### config.mk
export PLATFORM = sky130hd
export DESIGN_NAME = control_unit
export DESIGN_NICKNAME = d
export VERILOG_FILES = /design/src/rtl/control_unit_pkg.sv /design/src/rtl/control_unit_pc.sv /design/src/rtl/control_unit.sv
export SDC_FILE = /design/constraint.sdc
export NUM_CORES = 1
export LEC_CHECK = 0
export CAP_MARGIN = 20
export CORE_UTILIZATION = 44
export CTS_CLUSTER_DIAMETER = 120
export DETAILED_ROUTE_END_ITERATION = 10
export GPL_TIMING_DRIVEN = 0
export PLACE_DENSITY = 0.8
export SKIP_CTS_REPAIR_TIMING = 1
export SYNTH_ARGS = -nofsm -noshare
export SYNTH_HDL_FRONTEND = slang
export SYNTH_SLANG_ARGS = --single-unit
export TNS_END_PERCENT = 100
### constraint.sdc
create_clock -name clk -period 2 [get_ports clk]
set_clock_uncertainty 0.15 [all_clocks]
set_input_delay 0.2 -clock clk [delete_from_list [all_inputs] [get_ports clk]]
set_output_delay 0.2 -clock clk [all_outputs]
set_load 0.005 [all_outputs]
### src/rtl/control_unit_pkg.sv
// Shared instruction-set definitions for the 8-bit core: opcodes, sequencer states and
// writeback-source encodings. Also imported by the decoder.
package control_unit_pkg;

    typedef enum logic [2:0] {
        StFetch,
        StDecode,
        StExec,
        StMem,
        StWb,
        StHalt
    } state_e;

    localparam logic [3:0] OpNop = 4'd0;
    localparam logic [3:0] OpAdd = 4'd1;
    localparam logic [3:0] OpSub = 4'd2;
    localparam logic [3:0] OpAnd = 4'd3;
    localparam logic [3:0] OpOr  = 4'd4;
    localparam logic [3:0] OpXor = 4'd5;
    localparam logic [3:0] OpLdi = 4'd6;
    localparam logic [3:0] OpLd  = 4'd7;
    localparam logic [3:0] OpSt  = 4'd8;
    localparam logic [3:0] OpJmp = 4'd9;
    localparam logic [3:0] OpBeq = 4'd10;
    localparam logic [3:0] OpHlt = 4'd15;

    localparam logic [1:0] WbAlu = 2'd0;
    localparam logic [1:0] WbImm = 2'd1;
    localparam logic [1:0] WbMem = 2'd2;

    function automatic logic is_alu_op(input logic [3:0] op);
        return (op >= OpAdd) && (op <= OpXor);
    endfunction

endpackage

### src/rtl/control_unit_pc.sv
// Program counter: loads RESET_PC on reset, increments with wrap, or loads a branch target.
module ctrl_pc #(
    parameter int unsigned    PC_W     = 8,
    parameter logic [PC_W-1:0] RESET_PC = '0
) (
    input  logic            clk_i,
    input  logic            rst_i,
    input  logic            inc_i,
    input  logic            load_i,
    input  logic [PC_W-1:0] load_val_i,
    output logic [PC_W-1:0] pc_o
);

    logic [PC_W-1:0] pc_q, pc_d;

    always_comb begin
        pc_d = pc_q;
        if (load_i) begin
            pc_d = load_val_i;
        end else if (inc_i) begin
            pc_d = pc_q + PC_W'(1);
        end
    end

    always_ff @(posedge clk_i) begin
        if (rst_i) begin
            pc_q <= RESET_PC;
        end else begin
            pc_q <= pc_d;
        end
    end

    assign pc_o = pc_q;

endmodule

### src/rtl/control_unit.sv
// Multi-cycle sequencer: fetch, decode, execute, memory, writeback. Defining
// CTRL_BUS_TIMEOUT_EN adds a bus-ack watchdog that halts the core with fault set.
module control_unit
    import control_unit_pkg::*;
#(
    parameter int unsigned     PC_W           = 8,
    parameter logic [PC_W-1:0] RESET_PC       = 8'h00,
    parameter int unsigned     TIMEOUT_CYCLES = 16
) (
    input  logic            clk,
    input  logic            rst,
    output logic            imem_req,
    output logic [PC_W-1:0] imem_addr,
    input  logic            imem_ack,
    input  logic [15:0]     imem_rdata,
    output logic [15:0]     instr_out,
    input  logic [3:0]      opcode_in,
    input  logic [7:0]      immediate_in,
    input  logic            alu_zero,
    output logic            dmem_req,
    output logic            dmem_we,
    input  logic            dmem_ack,
    output logic            reg_we,
    output logic [1:0]      wb_sel,
    output logic            halted,
    output logic            fault
);

    if (TIMEOUT_CYCLES < 1) begin : g_param_chk
        $error("TIMEOUT_CYCLES must be at least 1");
    end

    state_e      state_q;
    logic [15:0] ir_q;
    logic        imem_req_q, dmem_req_q, dmem_we_q, reg_we_q, halted_q;
    logic [1:0]  wb_sel_q;
    logic        timeout;
    logic        pc_inc, pc_load;
    logic [PC_W-1:0] pc;

    assign pc_inc  = (state_q == StFetch) && imem_req_q && imem_ack && !timeout;
    assign pc_load = (state_q == StExec) &&
                     ((opcode_in == OpJmp) || ((opcode_in == OpBeq) && alu_zero));

    ctrl_pc #(
        .PC_W     (PC_W),
        .RESET_PC (RESET_PC)
    ) u_pc (
        .clk_i      (clk),
        .rst_i      (rst),
        .inc_i      (pc_inc),
        .load_i     (pc_load),
        .load_val_i (PC_W'(immediate_in)),
        .pc_o       (pc)
    );

`ifdef CTRL_BUS_TIMEOUT_EN
    localparam int unsigned CntW = $clog2(TIMEOUT_CYCLES + 1);

    logic [CntW-1:0] wait_q;
    logic            waiting, fault_q;

    assign waiting = ((state_q == StFetch) && imem_req_q && !imem_ack) ||
                     ((state_q == StMem) && dmem_req_q && !dmem_ack);
    assign timeout = waiting && (wait_q == CntW'(TIMEOUT_CYCLES - 1));

    always_ff @(posedge clk) begin
        if (rst) begin
            wait_q  <= '0;
            fault_q <= 1'b0;
        end else begin
            wait_q <= (waiting && !timeout) ? wait_q + CntW'(1) : '0;
            if (timeout) begin
                fault_q <= 1'b1;
            end
        end
    end

    assign fault = fault_q;
`else
    assign timeout = 1'b0;
    assign fault   = 1'b0;
`endif

    // Outputs are registered, so each strobe is set on the edge entering the state it belongs to.
    always_ff @(posedge clk) begin
        if (rst) begin
            state_q    <= StFetch;
            ir_q       <= '0;
            imem_req_q <= 1'b0;
            dmem_req_q <= 1'b0;
            dmem_we_q  <= 1'b0;
            reg_we_q   <= 1'b0;
            wb_sel_q   <= WbAlu;
            halted_q   <= 1'b0;
        end else begin
            reg_we_q <= 1'b0;
            wb_sel_q <= WbAlu;
            case (state_q)
                StFetch: begin
                    if (timeout) begin
                        imem_req_q <= 1'b0;
                        halted_q   <= 1'b1;
                        state_q    <= StHalt;
                    end else if (imem_req_q && imem_ack) begin
                        ir_q       <= imem_rdata;
                        imem_req_q <= 1'b0;
                        state_q    <= StDecode;
                    end else begin
                        imem_req_q <= 1'b1;
                    end
                end
                StDecode: begin
                    // Decoder output is already valid here; the write pulse lands in EXEC.
                    if (is_alu_op(opcode_in)) begin
                        reg_we_q <= 1'b1;
                        wb_sel_q <= WbAlu;
                    end else if (opcode_in == OpLdi) begin
                        reg_we_q <= 1'b1;
                        wb_sel_q <= WbImm;
                    end
                    state_q <= StExec;
                end
                StExec: begin
                    if ((opcode_in == OpLd) || (opcode_in == OpSt)) begin
                        dmem_req_q <= 1'b1;
                        dmem_we_q  <= (opcode_in == OpSt);
                        state_q    <= StMem;
                    end else if (opcode_in == OpHlt) begin
                        halted_q <= 1'b1;
                        state_q  <= StHalt;
                    end else begin
                        imem_req_q <= 1'b1;
                        state_q    <= StFetch;
                    end
                end
                StMem: begin
                    if (timeout) begin
                        dmem_req_q <= 1'b0;
                        dmem_we_q  <= 1'b0;
                        halted_q   <= 1'b1;
                        state_q    <= StHalt;
                    end else if (dmem_req_q && dmem_ack) begin
                        dmem_req_q <= 1'b0;
                        dmem_we_q  <= 1'b0;
                        if (dmem_we_q) begin
                            imem_req_q <= 1'b1;
                            state_q    <= StFetch;
                        end else begin
                            reg_we_q <= 1'b1;
                            wb_sel_q <= WbMem;
                            state_q  <= StWb;
                        end
                    end
                end
                StWb: begin
                    imem_req_q <= 1'b1;
                    state_q    <= StFetch;
                end
                StHalt: begin
                    state_q <= StHalt;
                end
                default: begin
                    state_q <= StFetch;
                end
            endcase
        end
    end

    assign imem_req  = imem_req_q;
    assign imem_addr = pc;
    assign instr_out = ir_q;
    assign dmem_req  = dmem_req_q;
    assign dmem_we   = dmem_we_q;
    assign reg_we    = reg_we_q;
    assign wb_sel    = wb_sel_q;
    assign halted    = halted_q;

endmodule
# Word level (Yosys, flattened, before mapping)
# Index checks and enable logic that the tools add are counted.
totals:
  mem_count: 0
  romBits: 0
  in_bits: 33
  mem_bits_rw: 0
  out_inout_bits: 32
  latch_bits: 0
  regBits: 34
  wordCells: 77
op_classes:
  n_mul: 0
  magnitude_cmp: 2
  shifts: 0
  reduce_logical: 18
  add_sub_neg: 1
  n_div: 0
  n_eq_ne: 17
  mux: 29
  n_bitwise: 1
ops:
  columns: ["op", "count"]
  rows:
  - ["equality test 4 bit, second input constant", 4]
  - ["two-way mux 8 bit", 2]
  - ["two-way mux 3 bit", 5]
  - ["case mux 3 bit (5 select lines)", 1]
  - ["two-way mux 1 bit", 14]
  - ["adder 8 x 1 -> 8 bit, second input constant", 1]
  - ["equality test 4 x 3 -> 1 bit, second input constant", 2]
  - ["!= test 2 bit, second input constant", 4]
  - ["logical AND 1 bit", 7]
  - ["equality test 3 x 2 -> 1 bit, second input constant", 2]
  - ["equality test 3 bit, second input constant", 2]
  - ["case mux 1 bit (2 select lines)", 3]
  - ["AND reduction 3 bit", 2]
  - ["AND reduction 5 bit", 1]
  - ["greater-or-equal comparator 4 x 1 -> 1 bit, second input constant", 1]
  - ["<= comparator 4 x 3 -> 1 bit, second input constant", 1]
  - ["two-way mux 2 bit", 2]
  - ["!= test 2 x 1 -> 1 bit, second input constant", 2]
  - ["case mux 1 bit (4 select lines)", 1]
  - ["case mux 2 bit (2 select lines)", 1]
  - ["AND reduction 2 bit", 2]
  - ["nonzero test 2 bit", 2]
  - ["nonzero test 4 bit", 1]
  - ["equality test 3 x 1 -> 1 bit, second input constant", 1]
  - ["3 further kinds", 4]

# Depth between registers and ports, before layout
# Gate-level depths: netlist of run 1.
logic_depth:
  ltp_word: 5
  ltp_mapped: 7
  ltp_nobuf: 5

# Modules after synthesis
# From an unflattened synthesis of run 1, not the netlist that was laid out.
unflattened:
  hier_cells: 190
  hier_area_um2: 1606.5
modules_own_cells:
  columns: ["mod", "seq_area_each_um2", "instances", "cells_each", "area_each_um2"]
  rows:
  - ["control_unit", 520.5, 1, 137, 1142.3]
  - ["ctrl_pc", 160.2, 1, 53, 464.2]

# Worst setup path before layout of run 1
# OpenSTA, ideal clock, no wires.
synth_path:
  kind: "reg-to-reg"
  start: "reg u_pc.pc_q[0], in the netlist u_pc.pc_o[0]"
  end: "reg u_pc.pc_q[6], in the netlist u_pc.pc_o[6]"
  stages_incl_launch_ff: 6
  t_arrival_ns: 1.267
  setup_slack_ns: 0.507
  required_time_ns: 1.775
  path_buffers: 0
  setup_time_ns: 0.075
  period_less_slack_ns: 1.493
  path_cell_list: "dfxtp_1 > ha_1 > and3_1 > nand3_1 > or3_1 > a31oi_1"
synth_between:
  elab_chain_cells: 3
synth_lines:
  columns: ["element", "line", "text"]
  rows:
  - ["from (decl)", "control_unit_pc.sv:14", "logic [PC_W-1:0] pc_q, pc_d;"]
  - ["from (signal assigned)", "control_unit_pc.sv:29", "pc_q <= pc_d;"]
  - ["adder 8 x 1 -> 8 bit", "control_unit_pc.sv:21", "pc_d = pc_q + PC_W'(1);"]
  - ["two-way mux 8 bit", "control_unit_pc.sv:20", "end else if (inc_i) begin"]
  - ["two-way mux 8 bit", "control_unit_pc.sv:18", "if (load_i) begin"]
# Every way passes these cells. The select of a mux whose other input is x is not followed.
# A chain may end at the register's enable or synchronous reset.

# Final worst setup path of run 1
# Same ends and word-level chain as after synthesis.

==> impl_table.tex, run 1 <==
\begin{tabular}{lr}
\hline
Metric & Value \\
\hline
\multicolumn{2}{l}{\textbf{Place}} \\
\quad Count of input and output buffers & 63 \\
\quad Total placed cells including tap cells & 300 \\
\quad Area of placed instances & 0.00239 mm\^{}2 \\
\quad Final HPWL from detailed placement & 2830 um \\
\quad Last weighted congestion value of the routability-driven placer & 0.808 \\
\multicolumn{2}{l}{\textbf{Setup path}} \\
\quad Stage delay of the slowest cell on the critical path & 0.40 ns \\
\quad Reg-to-reg endpoint & u\_pc.pc\_o[6]\$\_SDFFE\_PP0P\_ \\
\quad Cell with the biggest individual delay on the critical path & sky130\_fd\_sc\_hd\_\_dfxtp\_1 \\
\quad Data required time of the worst path & 2.06 ns \\
\quad Worst reg2reg path depth & 5 \\
\quad Critical R2R Launch & u\_pc.pc\_o[0]\$\_SDFFE\_PP0P\_ \\
\quad Worst path arrival time & 1.71 ns \\
\quad Kind of launch point of the worst setup path & flip-flop \\
\quad Endpoint class of the critical path & flip-flop \\
\quad Register-to-register setup slack & 0.35 ns \\
\quad Maximum fanout count along the critical path & 5 \\
\quad Startpoint-to-endpoint class of the critical path & flip-flop to flip-flop \\
\quad Cell Chain, Critical Path & ha\_1 > and3\_1 > nand3\_1 > or3\_1 > a31oi\_1 \\
\multicolumn{2}{l}{\textbf{Yosys}} \\
\quad Count of different cell masters after synthesis & 51 \\
\quad Number of synthesized register bits & 34 \\
\quad Net count after synthesis & 223 \\
\quad Instance count of the mapped netlist & 189 \\
\quad Mean instance size in the synthesized netlist & 9.00 um\^{}2 \\
\quad Ranking of synthesized cells by area & sky130\_fd\_sc\_hd\_\_dfxtp\_1 40\%, sky130\_fd\_sc\_hd\_\_nand2\_1 6.4\%, sky130\_fd\_sc\_hd\_\_a21oi\_2 5.2\% \\
\quad Area share of the leading cell type in the synthesized netlist & 40.0\% \\
\quad Post-synth EDFFs & 0 \\
\quad Post-synthesis cell type with the largest combined area & sky130\_fd\_sc\_hd\_\_dfxtp\_1 \\
\quad Synth Flop Type & sky130\_fd\_sc\_hd\_\_dfxtp\_1 \\
\quad Synth Cell Area & 0.00170 mm\^{}2 \\
\quad Sequential-to-total area share from yosys stat & 40.0\% \\
\quad Async S/R FF share, synth & 0\% \\
\quad Total of warnings raised by yosys & 0 \\
\multicolumn{2}{l}{\textbf{Power and ir drop}} \\
\quad Leak & 0.892 nW \\
\quad Areal power density over the cells & 655 mW/mm\^{}2 \\
\quad Largest vdd supply drop & 0.357 mV \\
\quad Power spent charging and discharging nets & 0.374 mW \\
\quad Internal Pwr Total & 1.27 mW \\
\quad Portion of total power attributed to combinational logic & 17.1\% \\
\quad Total Power & 1.64 mW \\
\quad Clock network power share & 38.8\% \\
\quad Net Sw Frac & 22.8\% \\
\quad Sequential power share & 44.1\% \\
\multicolumn{2}{l}{\textbf{Finish}} \\
\quad Number of standard cells in the layout, taps in and fillers out & 307 \\
\quad Count of inserted antenna diode cells & 0 \\
\quad Final design utilization & 67.9\% \\
\quad Design Area, Final & 0.00250 mm\^{}2 \\
\quad Most used cells in the layout excluding fill and tap cells & 63 x sky130\_fd\_sc\_hd\_\_clkdlybuf4s50\_1, 34 x sky130\_fd\_sc\_hd\_\_dfxtp\_1, 29 x sky130\_fd\_sc\_hd\_\_nand2\_1 \\
\quad Growth of design area from synthesis to finish & 47.2\% \\
\quad \# nets final & 293 \\
\quad Share of post-route cells with drive strength above 1 & 19.3\% \\
\quad Most common cell after layout, fill and taps aside & sky130\_fd\_sc\_hd\_\_clkdlybuf4s50\_1 \\
\multicolumn{2}{l}{\textbf{STA}} \\
\quad Unrepaired setup endpoints after global routing & no \\
\quad Rel. slew slack & 60.3\% \\
\quad Number of failing setup endpoints in the final timing report & 0 \\
\quad Final sum of negative setup slack & 0 ns \\
\quad Final clock period utilization by the worst path & 82.4\% \\
\quad Count of endpoints failing hold in the final timing report & 0 \\
\quad Number of max-slew violations in the final report & 0 \\
\quad Min cycle time layout & 1.65 ns \\
\quad Slew at the pin closest to its max-slew limit & 0.596 ns \\
\quad Max frequency & 0.607 GHz \\
\multicolumn{2}{l}{\textbf{Run}} \\
\quad Number of maximum-capacitance violations & 0 \\
\multicolumn{2}{l}{\textbf{Global routing}} \\
\quad Pin count of the biggest net entering global routing & 11 \\
\quad Number of global-route vias before repair & 1534 \\
\quad Gr usage total & 21.1\% \\
\quad Number of antenna violations at the first check in global routing & 0 \\
\quad Wire length of the first global-routing pass & 6790 um \\
\quad Aggregate global routing overflow & 0 \\
\multicolumn{2}{l}{\textbf{Clock network}} \\
\quad Number of clock sinks & 34 \\
\quad CTS tree & built \\
\quad H-Tree Level Count & 2 \\
\quad Clock buffer count from CTS & 5 \\
\quad Max Root-Sink Buffers & 2 \\
\quad Worst-skew pair later-pin latency & 0.29 ns \\
\quad Clock transition at path regs & 0.06 ns \\
\quad Root buf cell & sky130\_fd\_sc\_hd\_\_clkbuf\_8 \\
\multicolumn{2}{l}{\textbf{Drt}} \\
\quad Average via count per standard cell & 5.14 \\
\quad DRC violation count after routing & 0 \\
\quad Total wirelength of the detailed-routed design & 3930 um \\
\quad Iteration-0 DRC count of the detailed router & 61 \\
\quad Routed wirelength normalized by instance count & 12.8 um \\
\quad Number of detailed-route iterations in the first pass & 4 \\
\quad Count of nets left with antenna violations after detail routing & 0 \\
\quad Vias after detailed routing & 1577 \\
\multicolumn{2}{l}{\textbf{Floorplan}} \\
\quad Initial cell density of the core & 46.1\% \\
\quad Die width & 64.2 um \\
\quad Vertical die dimension & 64.2 um \\
\quad Std-Cell Core Area & 0.00369 mm\^{}2 \\
\quad Row Count & 22 \\
\quad Die footprint & 0.00412 mm\^{}2 \\
\quad IO Count & 65 \\
\multicolumn{2}{l}{\textbf{Min path}} \\
\quad Hold-critical path depth & 2 \\
\quad Terminating pin of the worst hold path & instr\_out[11]\$\_SDFFE\_PP0P\_ \\
\quad Hold path start & instr\_out[11]\$\_SDFFE\_PP0P\_ \\
\quad Class of the tightest hold or removal check & flip-flop to flip-flop \\
\multicolumn{2}{l}{\textbf{Run status}} \\
\quad Result of the run & complete, no violations \\
\hline
\end{tabular}
-- registers in the layout, indices dropped and copies added, names as in the netlist --
signal	flops
instr_out	16
u_pc.pc_o	8
state_q	3
wb_sel	2
dmem_req	1
dmem_we	1
halted	1
imem_req	1
reg_we	1
-- per-layer routing --
| metal | vias to the layer above | global-route usage (%) | wire, um |
|---|---|---|---|
| li1 | 802 | - | - |
| met1 | 732 | 25.4 | 1850 |
| met2 | 38 | 35.8 | 1840 |
| met3 | 5 | 5.00 | 195 |
| met4 | 0 | 8.61 | 51 |
| met5 | - | 0 | 0 |
-- cells by family (layout without fill, tap and decap cells) --
| group | count (synthesis) | after routing | share of synthesized area, % |
|---|---|---|---|
| AND/OR/NAND/NOR | 88 | 88 | 29.8 |
| XOR/XNOR | 3 | 3 | 1.55 |
| adder cells (fa/ha/maj) | 1 | 1 | 0.736 |
| multiplexers | 1 | 1 | 0.589 |
| AO/OA/AOI/OAI | 47 | 47 | 20.9 |
| flip-flops | 34 | 34 | 40.0 |
| other | 1 | 1 | 0.221 |
| buffers and inverters | 14 | 84 | 6.18 |
-- cells in the mapped netlist (2+ instances only) --
master                     count
sky130_fd_sc_hd__dfxtp_1      34
sky130_fd_sc_hd__nand3_1       6
sky130_fd_sc_hd__nand4_1       3
sky130_fd_sc_hd__nor3_1        2
sky130_fd_sc_hd__o21ai_1       3
sky130_fd_sc_hd__buf_6         4
sky130_fd_sc_hd__o311ai_1      2
sky130_fd_sc_hd__a21oi_2      10
sky130_fd_sc_hd__a22oi_1       2
sky130_fd_sc_hd__buf_4         2
sky130_fd_sc_hd__clkbuf_1      2
sky130_fd_sc_hd__nand2_1      29
sky130_fd_sc_hd__and3_1        3
sky130_fd_sc_hd__xor2_1        3
sky130_fd_sc_hd__a21oi_1      14
sky130_fd_sc_hd__or4_1         2
sky130_fd_sc_hd__nor2_1       13
sky130_fd_sc_hd__a31oi_1       3
sky130_fd_sc_hd__nand2_2      10
sky130_fd_sc_hd__a211oi_2      4
sky130_fd_sc_hd__and3b_1       3
sky130_fd_sc_hd__nor2b_1       3
sky130_fd_sc_hd__buf_2         3
sky130_fd_sc_hd__nand3b_1      2
-- power groups by stage --
stage,Clock (mW),Combinational (mW),Sequential [mW]
after floorplan,0,0.134,0.738
after detailed placement,0,0.282,0.737
after global routing,0.684,0.306,0.726
final,0.635,0.281,0.723
after global placement,0,0.279,0.737
after CTS,0.648,0.284,0.723
-- cell type report --
cell class                 instances  area (um^2)
buffer                            13          101
multi-input combinational        141          915
tap                               48         60.1
clock buffer                       6         82.6
sequential                        34          681
inverter                           1         3.75
fill                             341         1180
timing repair buffer              63          631
clock inverter                     1         30.0
-- how the worst max path moves through the flow --
| stage | start | end | slack (ns) | cells past startpoint |
|---|---|---|---|---|
| after floorplan | u_pc.pc_o[0]$_SDFFE_PP0P_ | u_pc.pc_o[6]$_SDFFE_PP0P_ | 0.51 | 5 |
| after global placement | opcode_in[1] | u_pc.pc_o[6]$_SDFFE_PP0P_ | 0.07 | 6 |
| after detailed placement | opcode_in[1] | u_pc.pc_o[6]$_SDFFE_PP0P_ | 0.07 | 6 |
| after CTS | u_pc.pc_o[0]$_SDFFE_PP0P_ | u_pc.pc_o[6]$_SDFFE_PP0P_ | 0.35 | 5 |
| after global routing | u_pc.pc_o[0]$_SDFFE_PP0P_ | u_pc.pc_o[6]$_SDFFE_PP0P_ | 0.18 | 5 |
| final | u_pc.pc_o[0]$_SDFFE_PP0P_ | u_pc.pc_o[6]$_SDFFE_PP0P_ | 0.35 | 5 |
-- stage by stage --
stage	setup WS (ns)	hold WS [ns]
after global placement	0.0747	0.294
after floorplan	0.507	0.122
after detailed placement	0.0661	0.300
after global routing	0.181	0.322
final	0.352	0.308
after CTS	0.349	0.303
-- worst max-delay path: cells and delay by family (launching register included) --
| kind | cells | cell delay (ns) |
|---|---|---|
| AND/OR/NAND/NOR | 3 | 0.65 |
| flip-flops | 1 | 0.40 |
| adder cells (fa/ha/maj) | 1 | 0.21 |
| AO/OA/AOI/OAI | 1 | 0.16 |
No activity file was read; power rests on OpenSTA's default activity.
==> run 2, diff against run 1 <==
CORE_UTILIZATION = 39   (was 44)
PLACE_DENSITY = 0.75   (was 0.8)
clock period = 1.5 ns   (was 2 ns; I/O delays follow)
==> run 2 against run 1 <==
  * The flow now finishes with violations (negative setup slack)
  * Power rose by 28%
  * Sequential cell count unchanged
  * Sequential power grew 33%
  * Fmax grew 4.3%
  * Combinational power is 51% higher
  * Wire length rose by 11%
  * Sequential share of layout area is 1.1 points lower
  * Worst hold slack got worse by 0.23 ns
  * Global-route usage decreased by 2.9 points
  * Utilization is 1.8 points lower
  * Final area grew 7.8%
  * Largest cell class unchanged
  * Largest power group unchanged
==> impl_table.tex, run 2 (synthesis results as in run 1) <==
\begin{tabular}{lr}
\hline
Metric & Value \\
\hline
\multicolumn{2}{l}{\textbf{Clock network}} \\
\quad Root buf cell & sky130\_fd\_sc\_hd\_\_clkbuf\_8 \\
\quad Clock transition at path regs & 0.07 ns \\
\quad Worst-skew pair later-pin latency & 0.29 ns \\
\quad Number of clock sinks & 34 \\
\quad Clock buffer count from CTS & 5 \\
\quad Max Root-Sink Buffers & 2 \\
\quad CTS tree & built \\
\quad H-Tree Level Count & 2 \\
\multicolumn{2}{l}{\textbf{Finish}} \\
\quad Count of inserted antenna diode cells & 0 \\
\quad Most common cell after layout, fill and taps aside & sky130\_fd\_sc\_hd\_\_clkdlybuf4s50\_1 \\
\quad Number of standard cells in the layout, taps in and fillers out & 318 \\
\quad \# nets final & 301 \\
\quad Growth of design area from synthesis to finish & 58.8\% \\
\quad Most used cells in the layout excluding fill and tap cells & 58 x sky130\_fd\_sc\_hd\_\_clkdlybuf4s50\_1, 29 x sky130\_fd\_sc\_hd\_\_nand2\_1, 24 x sky130\_fd\_sc\_hd\_\_dfxtp\_1 \\
\quad Share of post-route cells with drive strength above 1 & 30.2\% \\
\quad Flip-flop count of the largest register, all copies and words added & 16 \\
\multicolumn{2}{l}{\textbf{Global routing}} \\
\quad Number of antenna violations at the first check in global routing & 0 \\
\quad Wire length of the first global-routing pass & 6330 um \\
\quad Gr usage total & 18.2\% \\
\quad Number of global-route vias before repair & 1404 \\
\quad Pin count of the biggest net entering global routing & 12 \\
\quad Aggregate global routing overflow & 0 \\
\multicolumn{2}{l}{\textbf{Place}} \\
\quad Final HPWL from detailed placement & 2810 um \\
\quad Last weighted congestion value of the routability-driven placer & 0.828 \\
\quad Total placed cells including tap cells & 302 \\
\quad Count of input and output buffers & 63 \\
\multicolumn{2}{l}{\textbf{STA}} \\
\quad Post-Route Hold Slack & 0.0778 ns \\
\quad Number of max-slew violations in the final report & 0 \\
\quad Unrepaired setup endpoints after global routing & yes \\
\quad Final clock period utilization by the worst path & 105\% \\
\quad Worst Setup Slack, final & -0.0791 ns \\
\quad Slew at the pin closest to its max-slew limit & 0.619 ns \\
\quad Final sum of negative setup slack & -0.273 ns \\
\quad Count of endpoints failing hold in the final timing report & 0 \\
\quad Max frequency & 0.633 GHz \\
\quad Rel. slew slack & 58.7\% \\
\quad Min cycle time layout & 1.58 ns \\
\quad Number of failing setup endpoints in the final timing report & 8 \\
\multicolumn{2}{l}{\textbf{Setup path}} \\
\quad Endpoint class of the critical path & flip-flop \\
\quad Cell Chain, Critical Path & nand4bb\_4 > a211o\_1 > buf\_4 > o32ai\_1 > nor2\_1 \\
\quad Stage delay of the slowest cell on the critical path & 0.36 ns \\
\quad Worst path arrival time & 1.60 ns \\
\quad Kind of launch point of the worst setup path & flip-flop \\
\quad Maximum fanout count along the critical path & 5 \\
\quad Buf/Inv on CP & 1 \\
\quad Cell with the biggest individual delay on the critical path & sky130\_fd\_sc\_hd\_\_dfxtp\_4 \\
\quad Family with the most delay on the worst path & compound AO/OA/AOI/OAI gates \\
\quad Startpoint-to-endpoint class of the critical path & flip-flop to flip-flop \\
\quad Data required time of the worst path & 1.52 ns \\
\multicolumn{2}{l}{\textbf{Drt}} \\
\quad Count of nets left with antenna violations after detail routing & 0 \\
\quad Routed wirelength normalized by instance count & 13.7 um \\
\quad Total wirelength of the detailed-routed design & 4370 um \\
\quad DRC violation count after routing & 0 \\
\quad Number of detailed-route iterations in the first pass & 4 \\
\quad Iteration-0 DRC count of the detailed router & 100 \\
\quad Vias after detailed routing & 1639 \\
\quad Average via count per standard cell & 5.15 \\
\multicolumn{2}{l}{\textbf{Floorplan}} \\
\quad Row Count & 23 \\
\quad IO Count & 65 \\
\quad Die footprint & 0.00463 mm\^{}2 \\
\quad Std-Cell Core Area & 0.00409 mm\^{}2 \\
\quad Initial cell density of the core & 41.6\% \\
\quad Die width & 68.0 um \\
\quad Vertical die dimension & 68.0 um \\
\multicolumn{2}{l}{\textbf{Run}} \\
\quad Number of maximum-capacitance violations & 0 \\
\multicolumn{2}{l}{\textbf{Min path}} \\
\quad Class of the tightest hold or removal check & primary input to flip-flop \\
\multicolumn{2}{l}{\textbf{Run status}} \\
\quad Result of the run & finished, violations left \\
\quad Violations in the final reports & negative setup slack \\
\multicolumn{2}{l}{\textbf{Power and ir drop}} \\
\quad Leak & 0.993 nW \\
\quad Total Power & 2.10 mW \\
\quad Largest vdd supply drop & 0.502 mV \\
\quad Areal power density over the cells & 779 mW/mm\^{}2 \\
\hline
\end{tabular}
==> run 2: cell types whose count changed in the layout (fill, tap and decap cells not counted), sizes merged <==
cell,delta
clkinvlp,+1
bufinv,-1
clkbuf,+2
buf,+6
dlymetal6s2s,+5
clkinv,+1
clkdlybuf4s50,-5
==> run 2: power by group <==
group	total [mW]	internal, mW	switching (mW)
Combinational	0.423	0.246	0.177
Clock	0.720	0.369	0.351
Sequential	0.961	0.935	0.0263
==> run 2: cell type report <==
type	instances	area, um^2
fillers	341	1390
well taps	50	62.6
clock buffers	6	82.6
inverters	1	3.75
flip-flops and latches	34	703
clock inverters	2	12.5
multi-input cells	141	988
plain buffers	11	98.8
repair buffers	73	748
==> run 2: path summary, 6_finish.rpt <==
check	cells past startpoint	end	startpoint	slack, ns
worst min register to register	2	instr_out[9]$_SDFFE_PP0P_	instr_out[9]$_SDFFE_PP0P_	0.31
worst max register to register	5	u_pc.pc_o[4]$_SDFFE_PP0P_	state_q[0]$_SDFFE_PP0P_	-0.08
worst max-delay path	5	u_pc.pc_o[4]$_SDFFE_PP0P_	state_q[0]$_SDFFE_PP0P_	-0.08
worst min-delay path	2	wb_sel[0]$_SDFF_PP0_	opcode_in[0]	0.08
==> run 2: per-layer routing <==
metal / wire length (um) / up-vias / GRT usage, %
li1: - / 816 / -
met1: 1970 / 770 / 23.2
met2: 2090 / 47 / 28.2
met3: 272 / 6 / 6.67
met4: 40 / 0 / 5.47
met5: 0 / - / 0
==> run 2: stage by stage <==
stage                     util, %  cell area (um^2)  worst slack, ns
after global routing         66.1              2700           -0.108
after CTS                    60.9              2490           -0.126
final                        66.1              2700          -0.0791
after global placement       58.6              2390           -0.370
after detailed placement     58.6              2390           -0.386
after floorplan                 -              1700          0.00730
==> run 2: worst register-to-register path: cells and delay by family, from the launching register on <==
kind / cells / cell delay (ns)
buffers and inverters: 1 / 0.19
AND/OR/NAND/NOR: 2 / 0.33
AO/OA/AOI/OAI: 2 / 0.45
flip-flops: 1 / 0.36
